<file path="config.mk">
export PLATFORM = sky130hd
export DESIGN_NAME = pwm_multichannel_gen_flat
export DESIGN_NICKNAME = d
export VERILOG_FILES = /design/src/rtl/pwm_multichannel_gen_if.sv /design/src/rtl/pwm_multichannel_gen.sv /design/src/flat_wrapper.sv
export SDC_FILE = /design/constraint.sdc
export NUM_CORES = 1
export LEC_CHECK = 0
export CORE_MARGIN = 5
export CORE_UTILIZATION = 40
export DETAILED_ROUTE_END_ITERATION = 12
export HOLD_SLACK_MARGIN = 0.1
export MAX_ROUTING_LAYER = met4
export SYNTH_ARGS = -nofsm -noshare
export SYNTH_HDL_FRONTEND = slang
export SYNTH_SLANG_ARGS = --single-unit
</file>
<file path="constraint.sdc">
create_clock -name clk -period 7.9 [get_ports clk]
set_clock_uncertainty 0.15 [all_clocks]
set_input_delay 2.37 -clock clk [delete_from_list [all_inputs] [get_ports clk]]
set_output_delay 2.37 -clock clk [all_outputs]
set_load 0.05 [all_outputs]
</file>
<file path="src/rtl/pwm_multichannel_gen_if.sv">
// Duty-cycle configuration port for pwm_multichannel_gen.
//   cfg_valid : write request from the config logic
//   cfg_ready : write can be accepted this cycle
//   cfg_ch    : target channel of the write
//   cfg_duty  : duty value (high count per period)
// master = config source, slave = PWM generator.
interface pwm_multichannel_gen_if #(
   parameter int unsigned WIDTH    = 8,
   parameter int unsigned CHANNELS = 4
);
   localparam int unsigned CH_W = (CHANNELS > 1) ? $clog2(CHANNELS) : 1;

   logic             cfg_valid;
   logic             cfg_ready;
   logic [CH_W-1:0]  cfg_ch;
   logic [WIDTH-1:0] cfg_duty;

   modport master (output cfg_valid, output cfg_ch, output cfg_duty, input cfg_ready);
   modport slave  (input cfg_valid, input cfg_ch, input cfg_duty, output cfg_ready);
endinterface

</file>
<file path="src/rtl/pwm_multichannel_gen.sv">
// N-channel single-clock PWM generator with a shared prescaler and period
// counter. Duty values are double-buffered: writes land in a pending bank and
// are committed to the active bank only at period boundaries (or continuously
// while disabled), so outputs never glitch mid-period.
// Ports:
//   clk, rst_n     : clock, asynchronous active-low reset
//   ena            : block enable; low holds counters at 0 and forces outputs low
//   cfg            : duty write port (valid/ready, channel, duty)
//   period_i       : period minus 1 (sampled at boundaries)
//   prescale_i     : tick every prescale_i+1 clocks (sampled at boundaries)
//   pwm_o          : registered PWM outputs
//   period_start_o : one-cycle pulse aligned with the first pwm_o cycle of a period
// Build option: define PWM_CENTER_ALIGN_EN for an up/down (centre-aligned) counter.
module pwm_multichannel_gen #(
   parameter int unsigned WIDTH      = 8,
   parameter int unsigned CHANNELS   = 4,
   parameter int unsigned PRESCALE_W = 8
) (
   input  logic                    clk,
   input  logic                    rst_n,
   input  logic                    ena,
   pwm_multichannel_gen_if.slave   cfg,
   input  logic [WIDTH-1:0]        period_i,
   input  logic [PRESCALE_W-1:0]   prescale_i,
   output logic [CHANNELS-1:0]     pwm_o,
   output logic                    period_start_o
);
   localparam int unsigned CH_W = (CHANNELS > 1) ? $clog2(CHANNELS) : 1;

   logic [PRESCALE_W-1:0] presc_q, presc_d, prescale_act;
   logic [WIDTH-1:0]      cnt_q, cnt_d, period_act;
   logic [WIDTH-1:0]      duty_act  [CHANNELS];
   logic [WIDTH-1:0]      duty_pend [CHANNELS];
   logic                  rdy_q;
   logic                  boundary_q;
   logic                  tick, boundary, commit, wr_en;
`ifdef PWM_CENTER_ALIGN_EN
   logic                  dir_q, dir_d;   // 0 = counting up, 1 = counting down
`endif

   assign tick = (presc_q == prescale_act);

`ifdef PWM_CENTER_ALIGN_EN
   assign boundary = ena && tick && ((dir_q && (cnt_q == '0)) || (period_act == '0));
`else
   assign boundary = ena && tick && (cnt_q == period_act);
`endif

   // Disabled: the active bank tracks the pending bank every clock.
   assign commit        = boundary || !ena;
   assign cfg.cfg_ready = rdy_q && !boundary;
   assign wr_en         = cfg.cfg_valid && cfg.cfg_ready;

   // Next prescaler / period counter state.
   always_comb begin
      presc_d = presc_q + PRESCALE_W'(1);
      cnt_d   = cnt_q;
`ifdef PWM_CENTER_ALIGN_EN
      dir_d   = dir_q;
`endif
      if (!ena) begin
         presc_d = '0;
         cnt_d   = '0;
`ifdef PWM_CENTER_ALIGN_EN
         dir_d   = 1'b0;
`endif
      end else if (tick) begin
         presc_d = '0;
`ifdef PWM_CENTER_ALIGN_EN
         if (period_act == '0) begin
            cnt_d = '0;
            dir_d = 1'b0;
         end else if (!dir_q) begin
            if (cnt_q == period_act) begin
               cnt_d = cnt_q - WIDTH'(1);
               dir_d = 1'b1;
            end else begin
               cnt_d = cnt_q + WIDTH'(1);
            end
         end else if (cnt_q == '0) begin
            // Turnaround at the boundary; the new period starts already climbing.
            cnt_d = (period_i == '0) ? '0 : WIDTH'(1);
            dir_d = 1'b0;
         end else begin
            cnt_d = cnt_q - WIDTH'(1);
         end
`else
         cnt_d = (cnt_q == period_act) ? '0 : cnt_q + WIDTH'(1);
`endif
      end
   end

   // State, double-buffered configuration and registered outputs.
   always_ff @(posedge clk or negedge rst_n) begin
      if (!rst_n) begin
         presc_q        <= '0;
         cnt_q          <= '0;
         period_act     <= '1;
         prescale_act   <= '0;
         rdy_q          <= 1'b0;
         boundary_q     <= 1'b0;
         pwm_o          <= '0;
         period_start_o <= 1'b0;
`ifdef PWM_CENTER_ALIGN_EN
         dir_q          <= 1'b0;
`endif
         for (int c = 0; c < CHANNELS; c++) begin
            duty_act[c]  <= '0;
            duty_pend[c] <= '0;
         end
      end else begin
         presc_q    <= presc_d;
         cnt_q      <= cnt_d;
         rdy_q      <= 1'b1;
`ifdef PWM_CENTER_ALIGN_EN
         dir_q      <= dir_d;
`endif
         // boundary_q delays the pulse so it lines up with pwm_o's 1-clk latency.
         boundary_q     <= boundary;
         period_start_o <= ena && boundary_q;
         if (commit) begin
            period_act   <= period_i;
            prescale_act <= prescale_i;
         end
         for (int c = 0; c < CHANNELS; c++) begin
            if (commit) duty_act[c] <= duty_pend[c];
            // Out-of-range channel numbers match no entry and are dropped.
            if (wr_en && (cfg.cfg_ch == CH_W'(c))) duty_pend[c] <= cfg.cfg_duty;
            pwm_o[c] <= ena && (cnt_q < duty_act[c]);
         end
      end
   end
endmodule
</file>
<file path="src/flat_wrapper.sv">
// flat-port wrapper written by rule: the top's interface ports become plain ports
module pwm_multichannel_gen_flat 
#(
   parameter int unsigned WIDTH      = 8,
   parameter int unsigned CHANNELS   = 4,
   parameter int unsigned PRESCALE_W = 8
)
  (clk, rst_n, ena, period_i, prescale_i, pwm_o, period_start_o, cfg_cfg_valid, cfg_cfg_ch, cfg_cfg_duty, cfg_cfg_ready);
  pwm_multichannel_gen_if #(.WIDTH(WIDTH), .CHANNELS(CHANNELS)) cfg_i ();
  input  logic clk;
  input  logic rst_n;
  input  logic ena;
  input  logic [WIDTH-1:0] period_i;
  input  logic [PRESCALE_W-1:0] prescale_i;
  output logic [CHANNELS-1:0] pwm_o;
  output logic period_start_o;
  input wire logic [$bits(cfg_i.cfg_valid)-1:0] cfg_cfg_valid;
  input wire logic [$bits(cfg_i.cfg_ch)-1:0] cfg_cfg_ch;
  input wire logic [$bits(cfg_i.cfg_duty)-1:0] cfg_cfg_duty;
  output wire logic [$bits(cfg_i.cfg_ready)-1:0] cfg_cfg_ready;
  assign cfg_i.cfg_valid = cfg_cfg_valid;
  assign cfg_i.cfg_ch = cfg_cfg_ch;
  assign cfg_i.cfg_duty = cfg_cfg_duty;
  assign cfg_cfg_ready = cfg_i.cfg_ready;
  pwm_multichannel_gen #(.WIDTH(WIDTH), .CHANNELS(CHANNELS), .PRESCALE_W(PRESCALE_W)) u_core (.clk(clk), .rst_n(rst_n), .ena(ena), .cfg(cfg_i), .period_i(period_i), .prescale_i(prescale_i), .pwm_o(pwm_o), .period_start_o(period_start_o));
endmodule
</file>
==> results.py <==
metrics = {
    "floorplanning": {
        "initial_core_util": 0.408,
        "chipHeight_um": 123,
        "top_level_ports": 36,
        "dieArea_mm2": 0.0152,
        "fp-row-count": 41,
        "coreArea_mm2": 0.0126,
        "fp.dieW_um": 123,
    },
    "worst_setup_path": {
        "cp_common_cell": "clkdlybuf4s50_1",
        "critPathSlowestCell": "clkdlybuf4s50_1",
        "r2r-start": "u_core.cnt_q[2]$_DFFE_PN0P_",
        "reg2regPathDepth": 6,
        "cp.required_ns": 5.38,
        "critPathMaxStageDelay_ns": 0.81,
        "cp_max_fo": 24,
        "critPathBufInv": 3,
        "start_kind": "input pin",
        "cpLargestDelayFamily": "buffers and inverters",
        "setup.worst_path.end_class": "output port",
        "r2r-end": "u_core.duty_act[21]$_DFFE_PN0P_",
        "worstSetupPathType": "in -> out",
        "arrival_ns": 4.10,
        "rrSetupSlack_ns": 4.40,
        "path_cells": "clkdlybuf4s50_1 -> buf_4 -> and2_1 -> nor2b_1 -> clkdlybuf4s50_1",
    },
    "place": {
        "place_congestion": 0.784,
        "post-place-ws_ns": 1.29,
        "dp_hpwl_um": 6620,
        "placed_area_mm2": 0.00563,
        "portBuffers": 35,
    },
    "yosys": {
        "ys_seq_area_frac": 0.505,
        "syn_nets": 455,
        "yosys.cell_types.count": 42,
        "syn_inst": 395,
        "synth_fa_ha_area_frac": 0.0733,
        "async_flop_share": 1.00,
        "synth_compound_area_frac": 0.0789,
        "syn-mean-instance-area_um2": 13.0,
        "synth_edf_count": 0,
        "synth_ff_type": "dfrtp_1",
        "yosys.area_share.simple": 0.0757,
        "yosysWarnings": 0,
        "ys_seq_elements": 103,
        "netlist_area_mm2": 0.00512,
        "synth_top_family_by_area": "multiplexers",
        "synthMuxAreaShare": 0.189,
        "synth_xor_area_frac": 0.0376,
    },
    "detailed_routing": {
        "vias": 3048,
        "ant_nets": 0,
        "avgRoutedWirePerCell_um": 15.7,
        "drtIter0Drc": 176,
        "vias_per_cell": 4.98,
        "dr.pass1.iters": 4,
        "finalWirelength_um": 9590,
        "drc_errors": 0,
    },
    "hold_path": {
        "worstHoldEndpoint": "u_core.period_start_o$_DFF_PN0_",
        "hold_start": "u_core.boundary_q$_DFF_PN0_",
        "hold_path.class": "reg -> reg",
        "hold_depth": 1,
    },
    "final_layout": {
        "drive_above_1_share": 0.264,
        "multi_input_area_mm2": 0.00233,
        "area_growth_pct": 16.8,
        "antenna_cells": 0,
        "seq_area_mm2": 0.00259,
        "final_area_mm2": 0.00598,
        "fillCellCount": 1135,
        "fin_nets": 495,
    },
    "power_and_ir_drop": {
        "total_power_uw": 1450,
        "p_leak_uw": 0.00267,
        "p_per_area_mw_per_mm2": 243,
        "peakVddDrop_uv": 106,
    },
    "global_route": {
        "grt_antenna_before_repair": 0,
        "first_global_vias": 3300,
        "grt.total_usage": 0.147,
        "overflow": 0,
        "grt_max_degree": 81,
        "grt_pass1_wl_um": 16500,
    },
    "run_status": {
        "status": "completed",
    },
    "timing": {
        "hold_viol": 0,
        "fmax_mhz": 151,
        "fin_tns_setup_ns": 0,
        "relSlewSlack": 0.333,
        "layout_setup_ws_ns": 1.28,
        "whs_ns": 0.341,
        "period_share": 0.838,
        "period_minus_slack_ns": 6.62,
        "setup_viol": 0,
        "slew_viol_final": 0,
        "worst_pin_slew_ns": 1.00,
        "rsz0062_at_grt": "no",
    },
    "flow_run": {
        "cap_violations": 0,
    },
    "cts": {
        "cts_setup_buffers": 0,
        "cts_sinks": 103,
        "cts_tree": "done",
        "root_buffer": "clkbuf_16",
        "clock_latency_ns": 0.35,
        "clk_pin_slew_ns": 0.07,
        "clk_path_buf_depth": 2,
        "h-tree-depth": 3,
        "cts_resized": 0,
        "holdBufCountCts": 0,
        "cts_buffers": 9,
    },
}
==> worst max path at each step <==
stage               from       endpoint  slack (ns)  depth (start not counted)
finish               ena  cfg_cfg_ready        1.28                          5
floorplan            ena  cfg_cfg_ready        1.70                          4
CTS                  ena  cfg_cfg_ready        1.28                          5
global route         ena  cfg_cfg_ready        1.24                          5
global placement     ena  cfg_cfg_ready        1.28                          5
detailed placement   ena  cfg_cfg_ready        1.29                          5
==> report_power, final <==
group	internal, uW	switching, uW
combinational	143	114
sequential	625	51.8
clock	320	200
==> registers in the layout, summed over array words and instances, names as in the netlist <==
signal and cells:
u_core.pwm_o 4, u_core.boundary_q 1, u_core.rdy_q 1, u_core.period_start_o 1
u_core.presc_q 8, u_core.prescale_act 8, u_core.duty_pend 32, u_core.period_act 8
u_core.duty_act 32, u_core.cnt_q 8
==> stage by stage <==
step	utilization	cells
2_1_floorplan	-	395
3_3_place_gp	0.448	596
3_5_place_dp	0.448	596
4_1_cts	0.476	612
5_1_grt	0.476	612
6_report	0.476	612
==> layer usage <==
metal	share of wire	wire, um	global-route usage
met4	0.011	104	0.0429
met2	0.48	4640	0.232
met3	0.045	435	0.0457
met5	0	0	-
met1	0.46	4410	0.182
==> area by class of cell <==
class | instances | area share
Clock buffer | 10 | 0.0400
Clock inverter | 6 | 0.0192
Inverter | 32 | 0.0201
Multi-Input combinational cell | 251 | 0.390
Sequential cell | 103 | 0.433
Tap cell | 172 | 0.0360
Timing Repair Buffer | 38 | 0.0619
==> cells in the final DEF (no fill, tap or decap), types with 3 or more instances in the layout <==
| cell | count |
|---|---|
| xor2_1 | 4 |
| dfrtp_1 | 95 |
| inv_1 | 32 |
| nor2_1 | 12 |
| mux2_2 | 60 |
| nand4_1 | 4 |
| clkbuf_16 | 9 |
| o21a_1 | 5 |
| ha_1 | 30 |
| buf_4 | 4 |
| o21ai_0 | 12 |
| a21oi_1 | 6 |
| mux2_4 | 18 |
| nand2b_1 | 4 |
| and2_1 | 4 |
| nand3_1 | 10 |
| dfstp_2 | 8 |
| and3_1 | 4 |
| clkdlybuf4s50_1 | 34 |
| nor2b_1 | 7 |
| nor3_1 | 5 |
| nand2_1 | 10 |
| a21boi_0 | 6 |
| bufinv_16 | 3 |
| xnor2_1 | 18 |
| a2111oi_4 | 4 |
| a21o_1 | 6 |
==> kinds of logic (layout without fill, tap and decap cells) <==
family,Yosys count,count (layout)
and+or+nand+nor,69,69
muxes,80,80
DFF,103,103
AOI/OAI and AO/OA,49,49
xor gates and xnor gates,22,22
buffers and inverters,41,86
adders and majority gates,30,30
other,1,1
==> Yosys cell counts (all sizes together), types with 3 or more instances <==
library cell / n / area [um2]
nand4: 5 / 37.5
dfrtp: 95 / 2380
nor3: 5 / 25.0
nand2: 10 / 37.5
nor2: 12 / 45.0
mux2: 80 / 968
inv: 32 / 120
clkbuf: 3 / 11.3
and2: 4 / 25.0
o21ai: 12 / 60.1
nand3: 10 / 50.1
a2111oi: 4 / 110
a21boi: 6 / 45.0
dfstp: 8 / 210
and3: 4 / 25.0
xor2: 4 / 35.0
o21a: 5 / 37.5
a21o: 6 / 45.0
nand2b: 4 / 25.0
ha: 30 / 375
buf: 6 / 71.3
a21oi: 6 / 30.0
xnor2: 18 / 158
nor2b: 7 / 43.8
(Power assumes the default switching activity.)
